## config.mk

```make
export PLATFORM = sky130hd
export DESIGN_NAME = em_stage_reg
export DESIGN_NICKNAME = d
export VERILOG_FILES = /design/src/rtl/cpu_pipe_pkg.sv /design/src/rtl/pipe_field_reg.sv /design/src/rtl/em_stage_reg.sv
export SDC_FILE = /design/constraint.sdc
export NUM_CORES = 1
export LEC_CHECK = 0
export BUFFER_PORTS_ARGS = -buffer_cell sky130_fd_sc_hd__buf_2
export CAP_MARGIN = 0
export CORE_ASPECT_RATIO = 0.5
export CORE_MARGIN = 2
export CORE_UTILIZATION = 25
export CTS_CLUSTER_SIZE = 40
export DETAILED_ROUTE_END_ITERATION = 6
export PLACE_DENSITY_LB_ADDON = 0.2
export SYNTH_ARGS = -nofsm -noshare
export SYNTH_HDL_FRONTEND = slang
export SYNTH_SLANG_ARGS = --single-unit
```

## constraint.sdc

```tcl
create_clock -name clk -period 0.9 [get_ports clk]
set_input_delay 0.045 -clock clk [delete_from_list [all_inputs] [get_ports clk]]
set_output_delay 0.045 -clock clk [all_outputs]
set_load 0.02 [all_outputs]
```

## src/rtl/cpu_pipe_pkg.sv

```systemverilog
// ---------------------------------------------------------------------------
// cpu_pipe_pkg
// Shared constants for the CPU pipeline registers.
//   CPU_RESET_PC   : PC value held by pipeline registers after reset
//   NOP_INSTR      : encoding used for bubbles (all zeros)
//   EXC_NONE       : exception code meaning "no exception"
//   *_W_DEF        : default widths for the pipeline sideband fields
// ---------------------------------------------------------------------------
package cpu_pipe_pkg;

   localparam int          DATA_W_DEF   = 32;
   localparam int          DST_W_DEF    = 5;
   localparam int          TNEW_W_DEF   = 3;
   localparam int          EXC_W_DEF    = 5;

   localparam logic [31:0] CPU_RESET_PC = 32'h0000_3000;
   localparam logic [31:0] NOP_INSTR    = 32'h0000_0000;
   localparam logic [4:0]  EXC_NONE     = 5'd0;

endpackage

```

## src/rtl/pipe_field_reg.sv

```systemverilog
// ---------------------------------------------------------------------------
// pipe_field_reg
// One field of a pipeline register with synchronous reset, load enable and
// synchronous clear-to-value.
//   clk     : rising-edge clock
//   reset   : synchronous active-high reset, loads RST_VAL
//   en      : capture enable (low = hold)
//   clr     : when enabled, load clr_val instead of d
//   d       : next value on a normal load
//   clr_val : value loaded when clr is set
//   q       : registered field value
// Priority on each edge: reset > hold (en=0) > clear > load.
// ---------------------------------------------------------------------------
module pipe_field_reg #(
   parameter int           W       = 1,
   parameter logic [W-1:0] RST_VAL = '0
) (
   input  logic         clk,
   input  logic         reset,
   input  logic         en,
   input  logic         clr,
   input  logic [W-1:0] d,
   input  logic [W-1:0] clr_val,
   output logic [W-1:0] q
);

   logic [W-1:0] q_reg;

   always_ff @(posedge clk) begin
      if (reset) begin
         q_reg <= RST_VAL;
      end else if (en) begin
         q_reg <= clr ? clr_val : d;
      end
   end

   assign q = q_reg;

endmodule

```

## src/rtl/em_stage_reg.sv

```systemverilog
// ---------------------------------------------------------------------------
// em_stage_reg
// EX/MEM pipeline register. Carries the execute-stage result bundle into the
// memory stage with stall (hold), flush (bubble) and a valid bit.
//   clk, reset                         : clock, synchronous active-high reset
//   stall_i                            : hold every output this edge
//   flush_i                            : capture a bubble instead of the entry
//   valid_i                            : incoming entry is a real instruction
//   instr_i/pc_i/alurs_i/wd_i          : E-stage payload (DATA_W each)
//   dst_i, tnew_i, exc_i, bd_i         : dest reg, Tnew, exception, delay slot
//   *_o                                : registered copies, valid_o
// A bubble (flush or dead entry) zeroes everything that could create a
// hazard or exception, but still records pc/bd so EPC can be computed.
// ---------------------------------------------------------------------------
module em_stage_reg
   import cpu_pipe_pkg::*;
#(
   parameter int                DATA_W   = DATA_W_DEF,
   parameter int                DST_W    = DST_W_DEF,
   parameter int                TNEW_W   = TNEW_W_DEF,
   parameter int                EXC_W    = EXC_W_DEF,
   parameter logic [DATA_W-1:0] RESET_PC = DATA_W'(CPU_RESET_PC)
) (
   input  logic              clk,
   input  logic              reset,
   input  logic              stall_i,
   input  logic              flush_i,
   input  logic              valid_i,
   input  logic [DATA_W-1:0] instr_i,
   input  logic [DATA_W-1:0] pc_i,
   input  logic [DATA_W-1:0] alurs_i,
   input  logic [DATA_W-1:0] wd_i,
   input  logic [DST_W-1:0]  dst_i,
   input  logic [TNEW_W-1:0] tnew_i,
   input  logic [EXC_W-1:0]  exc_i,
   input  logic              bd_i,
   output logic [DATA_W-1:0] instr_o,
   output logic [DATA_W-1:0] pc_o,
   output logic [DATA_W-1:0] alurs_o,
   output logic [DATA_W-1:0] wd_o,
   output logic [DST_W-1:0]  dst_o,
   output logic [TNEW_W-1:0] tnew_o,
   output logic [EXC_W-1:0]  exc_o,
   output logic              bd_o,
   output logic              valid_o
);

   localparam int NPAY = 3;   // instr, alurs, wd share the bubble behaviour

   logic              load_en;
   logic              kill;
   logic [TNEW_W-1:0] tnew_next;
   logic [DATA_W-1:0] pay_d [NPAY];
   logic [DATA_W-1:0] pay_q [NPAY];

   // Stall gates every field, which is also what makes stall beat flush.
   assign load_en = ~stall_i;
   // A flushed entry and a dead (invalid) entry are captured identically.
   assign kill    = flush_i | ~valid_i;

   // Tnew counts down by one per stage but saturates at zero.
   assign tnew_next = (tnew_i == '0) ? '0 : tnew_i - TNEW_W'(1);

   always_comb begin
      pay_d[0] = instr_i;
      pay_d[1] = alurs_i;
      pay_d[2] = wd_i;
   end

   // Wide payload fields: bubble value is NOP for instr, zero for the rest.
   generate
      for (genvar gi = 0; gi < NPAY; gi++) begin : g_pay
         localparam logic [DATA_W-1:0] BUBBLE_VAL =
            (gi == 0) ? DATA_W'(NOP_INSTR) : '0;

         pipe_field_reg #(.W(DATA_W), .RST_VAL(BUBBLE_VAL)) u_pay (
            .clk     (clk),
            .reset   (reset),
            .en      (load_en),
            .clr     (kill),
            .d       (pay_d[gi]),
            .clr_val (BUBBLE_VAL),
            .q       (pay_q[gi])
         );
      end
   endgenerate

   assign instr_o = pay_q[0];
   assign alurs_o = pay_q[1];
   assign wd_o    = pay_q[2];

   // pc and bd are always captured, even for bubbles, for EPC computation.
   pipe_field_reg #(.W(DATA_W), .RST_VAL(RESET_PC)) u_pc (
      .clk     (clk),
      .reset   (reset),
      .en      (load_en),
      .clr     (1'b0),
      .d       (pc_i),
      .clr_val ('0),
      .q       (pc_o)
   );

   pipe_field_reg #(.W(1), .RST_VAL(1'b0)) u_bd (
      .clk     (clk),
      .reset   (reset),
      .en      (load_en),
      .clr     (1'b0),
      .d       (bd_i),
      .clr_val (1'b0),
      .q       (bd_o)
   );

   pipe_field_reg #(.W(DST_W), .RST_VAL('0)) u_dst (
      .clk     (clk),
      .reset   (reset),
      .en      (load_en),
      .clr     (kill),
      .d       (dst_i),
      .clr_val ('0),
      .q       (dst_o)
   );

   pipe_field_reg #(.W(TNEW_W), .RST_VAL('0)) u_tnew (
      .clk     (clk),
      .reset   (reset),
      .en      (load_en),
      .clr     (kill),
      .d       (tnew_next),
      .clr_val ('0),
      .q       (tnew_o)
   );

   pipe_field_reg #(.W(EXC_W), .RST_VAL(EXC_W'(EXC_NONE))) u_exc (
      .clk     (clk),
      .reset   (reset),
      .en      (load_en),
      .clr     (kill),
      .d       (exc_i),
      .clr_val (EXC_W'(EXC_NONE)),
      .q       (exc_o)
   );

   // With clr=kill the captured valid is valid_i & ~flush_i.
   pipe_field_reg #(.W(1), .RST_VAL(1'b0)) u_valid (
      .clk     (clk),
      .reset   (reset),
      .en      (load_en),
      .clr     (kill),
      .d       (1'b1),
      .clr_val (1'b0),
      .q       (valid_o)
   );

endmodule
```

==> flow_summary.toml, run 1 <==
[run_status]
outcome = "complete, but fails checks"
failed_checks = "negative setup slack"

[die]
io_pins = 290
dieArea_mm2 = 0.02456
row_count = 39
start_util = 0.2545
die_w_um = 219.7
die_h_um = 111.8
core_mm2 = 0.02284

[final_layout]
multiInputGateArea_mm2 = 0.002506
drive_gt1_frac = 0.7667
finish.instance_area_mm2 = 0.01143
fin_nets = 1152
ff_latch_area_mm2 = 0.003042
layout_commonest_cell = "buf_6"
antenna_cells = 0
area_delta_synth_final_pct = 96.62
largest_reg_flops = 96
final_core_util = 0.5005
nFillCells = 2045
final_cell_mix = "145 x buf_6, 144 x buf_2, 143 x dfxtp_2"

[yosys]
synth.yosys.seq_area_share = 0.4925
ys_types = 23
syn_area_mm2 = 0.005813
avgSynthCellArea_um2 = 12.04
syn_nets = 632
yosysWarnings = 0
netlist_instances = 483
yosys_register_bits = 143

[power]
peakVddDrop_uv = 1103
cellInternalPower_mw = 13.46
p_per_area_mw_per_mm2 = 1536
leakagePower_nw = 4.914
clkPwrFrac = 0.458
p_seq_frac = 0.384
swShare = 0.2334
switching_power_mw = 4.099
combPwrFrac = 0.158
fin_total_pwr_mw = 17.56

[clocking]
cts_root_buf = "clkbuf_16"
cts.htree.levels = 4
cts.clk_slew.worst_paths_ps = 60
worstSkewPairLatency_ps = 430
clk_path_buf_depth = 2
cts.sinks = 143
cts_buffers = 17
cts_tree = "built"

[global_routing]
gr-total-overflow = 0
antenna_found_initial = 0
grt_pass1_wl_um = 29620
grtUsageTotal = 0.1566
grt_pass1_vias = 5856
grt_max_degree = 39

[worst_setup_path]
crit_chain = "buf_6"
reg2regPathDepth = 4
crit-reg2reg-capture = "g_pay[0].u_pay.q[9]$_SDFFE_PP0N_"
critPathMaxFanout = 2
critical-path-top-delay-family = "flip-flops"
worst-path-buf-inv = 1
cp.arrival_ps = 900
critical_path_required_ps = 850
cp-startpoint = "g_pay[2].u_pay.q[31]$_SDFFE_PP0N_"
crit_path_top_delay_cell = "dfxtp_2"
r2r-start = "g_pay[0].u_pay.q[9]$_SDFFE_PP0N_"
slowest_delay_ps = 350
cp-end-kind = "output pin"
crit_type = "flop to output pin"
reg2reg_slack_ps = 20
start_kind = "flop"

[min_path]
hp-start = "tnew_i[2]"
hold_class = "input port to flop"
hold_depth = 4
hold-path-endpoint = "u_tnew.q[2]$_SDFFE_PP0N_"

[run]
maxCapViolations = 0

[route]
drc = 0
dr.first_iter.drc_count = 178
wire_per_inst_um = 14.53
via_per_inst = 4.181
drtPass1Iterations = 6
drtAntennaViolNets = 0
num_vias = 5531
finalWirelength_um = 19230

[timing]
fin_crit_sh = 1.049
rsz0062_at_grt = "true"
fmax_ghz = 1.059
hold_viol = 0
slew_viol_final = 0
setup_viol = 143
setup_tns_ps = -3473
relSlewSlack = 0.8149
fin_crit_ps = 944.0
finClkSkew_ps = 0
tightest_slew_ps = 277.6
fin_ws_ps = -43.99

[placement]
io_buffer_count = 289
post_dp_cell_area_mm2 = 0.007612
pre_cts_slack_ps = -128.2
dpl.hpwl_um = 11940
gp_congestion = 0.7683
## per-stage QoR
step,std cells,hold WS [ps]
after global placement,1064,268.3
after floorplan,483,173.5
after detailed placement,1064,275.1
after global routing,1323,48.34
final,1323,58.19
after CTS,1306,45.11
## worst max path at each step
stage	to	slack [ps]	cells past startpoint
3_5_place_dp	g_pay[0].u_pay.q[20]$_SDFFE_PP0N_	-130	6
3_3_place_gp	u_tnew.q[0]$_SDFFE_PP0N_	-110	7
2_1_floorplan	u_tnew.q[0]$_SDFFE_PP0N_	40	6
6_report	wd_o[31]	-40	1
4_1_cts	wd_o[31]	-80	1
5_1_grt	alurs_o[7]	-100	1
## per-layer routing
metal | part of all wire | up-vias | GRT usage
met5 | 0 | - | 0
met4 | 0.045 | 0 | 0.07562
met3 | 0.042 | 52 | 0.05738
met2 | 0.55 | 131 | 0.2913
met1 | 0.36 | 2626 | 0.1537
li1 | - | 2722 | -
## synthesized netlist by cell type (all sizes together)
library cell  count  area share
a211o             2      0.0030
a21oi             2      0.0017
a22oi           108        0.22
and2              1      0.0011
buf              38       0.071
clkbuf            6      0.0039
dfxtp           143        0.49
ha                2      0.0043
inv               2      0.0013
mux2i            31       0.053
nand2             1     0.00065
nor2            141        0.13
nor2b             2      0.0022
nor3b             2      0.0045
o21ai             1     0.00086
or2               1      0.0011
## cell families after synthesis
logic type,synth area share
mux,0.05338
simple gates,0.1431
compound gates,0.2303
fa+ha+maj,0.004304
flops,0.4925
buf+inv,0.07641
## repair_timing
| item | in CTS | in global routing |
|---|---|---|
| hold endpoints to repair | 141 | 0 |
| buffers inserted | 70 | 19 |
| resized for setup | 429 | 4 |
| endpoints found under the setup margin | 143 | 216 |
| hold buffers | 140 | 0 |
| pin swaps | 0 | 6 |
## power by group through the flow
stage          clock [mW]  sequential [mW]  combinational (mW)
2_1_floorplan           0             7.05               0.877
3_3_place_gp            0             6.79                1.88
3_5_place_dp            0             6.79                1.90
4_1_cts              8.27             6.73                2.73
5_1_grt              8.57             6.76                2.96
6_report             8.04             6.73                2.78
## cell type report
class                   count  area share
repair buffers            545      0.4218
flip-flops and latches    143      0.2661
multi-input cells         294      0.2193
clock buffers              20     0.03996
well taps                 307     0.03361
clock inverters            12     0.01861
inverters                   2   0.0006568
Power figures use the tool's default switching activity.
==> run 2: changes to the inputs <==
--- a/config.mk
+++ b/config.mk
@@ -15,4 +15,5 @@
 export PLACE_DENSITY_LB_ADDON = 0.2
 export SYNTH_ARGS = -nofsm -noshare
 export SYNTH_HDL_FRONTEND = slang
+export SYNTH_HIERARCHICAL = 1
 export SYNTH_SLANG_ARGS = --single-unit
==> flow_summary.toml, run 2 <==
[die]
die_h_um = 117.9
core_mm2 = 0.02534
io_pins = 290
row_count = 41
start_util = 0.2561
die_w_um = 231.9
dieArea_mm2 = 0.02734

[clocking]
cts_tree = "built"
cts_root_buf = "clkbuf_16"
cts.sinks = 143
worstSkewPairLatency_ps = 430
cts_buffers = 17
clk_path_buf_depth = 2
cts.clk_slew.worst_paths_ps = 60
cts.htree.levels = 4

[timing]
fin_crit_ps = 964.0
slew_viol_final = 0
whs_ps = 47.62
setup_viol = 143
finClkSkew_ps = 0
rsz0062_at_grt = "true"
fin_crit_sh = 1.071
fin_ws_ps = -63.98
fmax_ghz = 1.037
hold_viol = 0

[route]
via_per_inst = 4.114
met1_length_um = 9004
wl_met3_um = 861
drc = 0
drtAntennaViolNets = 0
wl_met2_um = 11640
dr.first_iter.drc_count = 237
highest_layer = "met4"
finalWirelength_um = 22370
wire_per_inst_um = 13.67
drtPass1Iterations = 7
num_vias = 6734

[placement]
gp_congestion = 0.7387
placed_cells = 1401
dpl.hpwl_um = 14140
io_buffer_count = 289

[yosys]
synth_top_area_frac = 0.4411
yosysWarnings = 6
ys_types = 22
synth.yosys.seq_area_share = 0.4411
yosys_register_bits = 143
yosysTopAreaCell = "dfxtp_1"
synthArstFlopShare = 0
synth_edf_count = 0
avgSynthCellArea_um2 = 10.05
netlist_instances = 646
ys.flop_type = "dfxtp_1"
syn_area_mm2 = 0.006490
synth_area_leaders = "dfxtp_1 44%, mux2i_1 22%, a211oi_1 16%"
synth_commonest_cells = "143 x dfxtp_1, 143 x mux2i_1, 142 x nor2_1"

[worst_setup_path]
cp-end-kind = "output pin"
slowest_delay_ps = 360
critPathMaxFanout = 2
crit_type = "flop to output pin"
critical-path-top-delay-family = "flip-flops"
cp.arrival_ps = 920
crit_chain = "buf_6"
start_kind = "flop"
worst-path-buf-inv = 1
crit_path_top_delay_cell = "dfxtp_2"
critical_path_required_ps = 850

[final_layout]
final_core_util = 0.4919
drive_gt1_frac = 0.4466
fin_nets = 1428
largest_reg_flops = 96
area_delta_synth_final_pct = 92.06
final_cell_mix = "146 x conb_1, 145 x buf_2, 143 x mux2i_1, 143 x dfxtp_2, 143 x buf_6"
layout_commonest_cell = "conb_1"
final_cells = 1637

[global_routing]
grt_pass1_wl_um = 34500
grt_max_degree = 56
gr-total-overflow = 0
grtUsageTotal = 0.1605
antenna_found_initial = 1
grt_pass1_vias = 6784

[power]
peakVddDrop_uv = 1288
p_per_area_mw_per_mm2 = 1537
leakagePower_nw = 6.156

[min_path]
hold_class = "input port to flop"

[run_status]
failed_checks = "negative setup slack"
outcome = "complete, but fails checks"

[run]
maxCapViolations = 0
run 2: cells by family after synthesis:
family / Yosys count / synth area share
mux: 143 / 0.2206
other cells: 2 / 0.001157
simple gates: 148 / 0.08714
flops: 143 / 0.4411
fa+ha+maj: 2 / 0.003855
buf+inv: 64 / 0.07866
compound gates: 144 / 0.1675
run 2: final timing paths:
| kind | from | end | slack [ps] | depth (start not counted) |
|---|---|---|---|---|
| max | u_pc/q[0]$_SDFFE_PP0P_ | pc_o[0] | -60 | 1 |
| min | tnew_i[0] | u_tnew/q[0]$_SDFFE_PP0P_ | 50 | 4 |
| max reg2reg | g_pay[0].u_pay/q[17]$_SDFFE_PP0P_ | g_pay[0].u_pay/q[17]$_SDFFE_PP0P_ | 10 | 4 |
| min reg2reg | u_pc/q[29]$_SDFFE_PP0P_ | u_pc/q[29]$_SDFFE_PP0P_ | 490 | 2 |
run 2: area by class of cell:
type | instances | area, µm²
clock inverter | 9 | 103.9
multi-input combinational | 583 | 3680
tap | 344 | 430.4
inverter | 3 | 15.01
timing repair buffer | 531 | 4683
fill | 2295 | 12880
clock buffer | 23 | 508.0
sequential | 143 | 3042
antenna | 1 | 2.502
run 2: power breakdown:
group | internal [mW] | switching [mW] | leakage (nW) | total [mW]
logic | 2.49 | 2.05 | 4.63 | 4.54
clock network | 4.51 | 2.85 | 0.301 | 7.36
registers | 6.91 | 0.350 | 1.23 | 7.26
total | 13.9 | 5.25 | 6.16 | 19.2
run 2: layer usage:
layer / GRT usage / vias up
met5: 0 / -
met1: 0.1685 / 3054
met3: 0.05015 / 60
met4: 0.08574 / 0
met2: 0.2864 / 153
li1: - / 3467
run 2: timing repair:
action	CTS	global route
setup endpoints to repair	143	143
buffers inserted	24	40
gates resized for setup	429	1
hold buffers	139	0
endpoints found under the hold margin	139	0
pin swaps	0	0
run 2: per-stage QoR:
step,setup TNS (ps),cell area (µm²),total power [mW],setup slack [ps]
after floorplan,-1525,7061,9.221,-16.95
after global placement,-16410,8900,10.32,-172.4
after detailed placement,-20340,8900,10.38,-227.6
after CTS,-8530,12160,19.17,-83.07
after global routing,-10590,12460,20.06,-96.32
final,-4445,12460,19.16,-63.98
==> run 3: changes to the inputs <==
--- a/config.mk
+++ b/config.mk
@@ -5,13 +5,13 @@
 export SDC_FILE = /design/constraint.sdc
 export NUM_CORES = 1
 export LEC_CHECK = 0
-export BUFFER_PORTS_ARGS = -buffer_cell sky130_fd_sc_hd__buf_2
 export CAP_MARGIN = 0
 export CORE_ASPECT_RATIO = 0.5
 export CORE_MARGIN = 2
 export CORE_UTILIZATION = 25
 export CTS_CLUSTER_SIZE = 40
 export DETAILED_ROUTE_END_ITERATION = 6
+export DONT_BUFFER_PORTS = 1
 export PLACE_DENSITY_LB_ADDON = 0.2
 export SYNTH_ARGS = -nofsm -noshare
 export SYNTH_HDL_FRONTEND = slang
==> flow_summary.toml, run 3 (synthesis gave the netlist of run 2 again) <==
[run_status]
outcome = "complete, but fails checks"
failed_checks = "negative hold slack, negative setup slack"

[worst_setup_path]
cp-end-kind = "output pin"
crit_type = "flop to output pin"
reg2reg_slack_ps = 50
critical-path-top-delay-family = "flip-flops"
crit-reg2reg-capture = "u_pc/q[2]$_SDFFE_PP0P_"
r2r-start = "u_pc/q[2]$_SDFFE_PP0P_"
critical_path_required_ps = 850
cp-startpoint = "u_valid/q$_SDFFE_PP0P_"
start_kind = "flop"
worst-path-buf-inv = 1
crit_chain = "buf_6"
slowest_delay_ps = 340
critPathMaxFanout = 2
reg2regPathDepth = 4
crit_path_top_delay_cell = "dfxtp_2"
cp.arrival_ps = 890
critical_path_depth = 1

[placement]
dpl.hpwl_um = 13140
pre_cts_slack_ps = -110.0
io_buffer_count = 0
gp_congestion = 0.7580

[final_layout]
drive_gt1_frac = 0.4120
final_cell_mix = "146 x conb_1, 143 x mux2i_1, 141 x nor2_1, 141 x dfxtp_2, 141 x buf_6"
area_delta_synth_final_pct = 55.58
fin_nets = 1120
layout_commonest_cell = "conb_1"
largest_reg_flops = 96
nFillCells = 2511

[die]
io_pins = 290
core_mm2 = 0.02534
row_count = 41
die_w_um = 231.9
start_util = 0.2561
die_h_um = 117.9
dieArea_mm2 = 0.02734

[global_routing]
grt_max_degree = 145
antenna_found_initial = 1
grt_pass1_vias = 5158
grtUsageTotal = 0.1404
gr-total-overflow = 0
grt_pass1_wl_um = 29610

[power]
peakVddDrop_uv = 1169
switching_power_mw = 4.716
leakagePower_nw = 4.856
cellInternalPower_mw = 12.91
p_per_area_mw_per_mm2 = 1745
clkPwrFrac = 0.392
p_seq_frac = 0.411
swShare = 0.2676
combPwrFrac = 0.196

[route]
dr.first_iter.drc_count = 235
via_per_inst = 4.120
drc = 0
drtPass1Iterations = 4
num_vias = 5471
drtAntennaViolNets = 0
finalWirelength_um = 19220
wire_per_inst_um = 14.47

[clocking]
clk_path_buf_depth = 2
cts_tree = "built"
worstSkewPairLatency_ps = 430
ctsHoldBuffers = 1
cts_root_buf = "clkbuf_16"
cts_buffers = 17
cts.clk_slew.worst_paths_ps = 60
cts.sinks = 143
cts.htree.levels = 4

[timing]
fmax_ghz = 1.067
setup_viol = 141
finClkSkew_ps = 0
hold_viol = 143
setup_tns_ps = -2902
slew_viol_final = 0
fin_ws_ps = -36.98
fin_crit_ps = 937.0
fin_crit_sh = 1.041
rsz0062_at_grt = "true"
whs_ps = -314.4

[min_path]
hold_depth = 1
hold_class = "input port to flop"
hp-start = "reset"
hold-path-endpoint = "g_pay[1].u_pay/q[11]$_SDFFE_PP0P_"

[run]
maxCapViolations = 0
-- run 3: cell count changes in the layout (fill, tap and decap cells not counted), sizes merged --
cell,before,now
clkinvlp,3,2
buf,392,222
clkinv,4,3
dlygate4sd3,139,1
clkbuf,23,26
bufinv,2,1
inv,3,2
-- run 3: metrics by stage --
step	instance area, µm²	cells	util	total power, mW
global route	10100	1328	0.3984	18.53
floorplan	7061	790	-	9.221
detailed placement	8389	1242	0.3310	10.13
global placement	8389	1242	0.3310	10.09
CTS	9802	1290	0.3868	17.72
finish	10100	1328	0.3984	17.62
-- run 3: per-layer routing --
| metal | vias to the layer above | part of all wire | global-route usage |
|---|---|---|---|
| met1 | 2498 | 0.41 | 0.1583 |
| met4 | 0 | 0.023 | 0.04688 |
| li1 | 2843 | - | - |
| met5 | - | 0 | 0 |
| met2 | 105 | 0.52 | 0.2401 |
| met3 | 25 | 0.052 | 0.05669 |
-- run 3: power by group through the flow --
stage	logic (mW)	clock network, mW	registers (mW)
2_1_floorplan	1.46	0	7.76
3_3_place_gp	2.90	0	7.19
3_5_place_dp	2.93	0	7.21
4_1_cts	3.29	7.17	7.25
5_1_grt	3.74	7.49	7.30
6_report	3.46	6.92	7.25
-- run 3: how the worst max path moves through the flow --
stage / end
floorplan: g_pay[0].u_pay/q[0]$_SDFFE_PP0P_
global placement: g_pay[0].u_pay/q[21]$_SDFFE_PP0P_
detailed placement: g_pay[0].u_pay/q[22]$_SDFFE_PP0P_
CTS: alurs_o[10]
global route: alurs_o[10]
finish: valid_o
-- run 3: final cells by class --
type                       count  area [µm²]  share of cell area
antenna                        1       2.502           0.0002478
clock buffer                  26       519.2             0.05142
clock inverter                 5       52.55            0.005204
inverter                       3       15.01            0.001487
multi-input combinational    583        3687              0.3652
sequential                   143        3047              0.3017
tap                          344       430.4             0.04263
timing repair buffer         223        2344              0.2321
-- run 3: repair_timing --
action / 4_1_cts / 5_1_grt
setup endpoints to repair: 143 / 143
resized for setup: 285 / 4
setup buffers: 16 / 37
hold endpoints to repair: 143 / 143
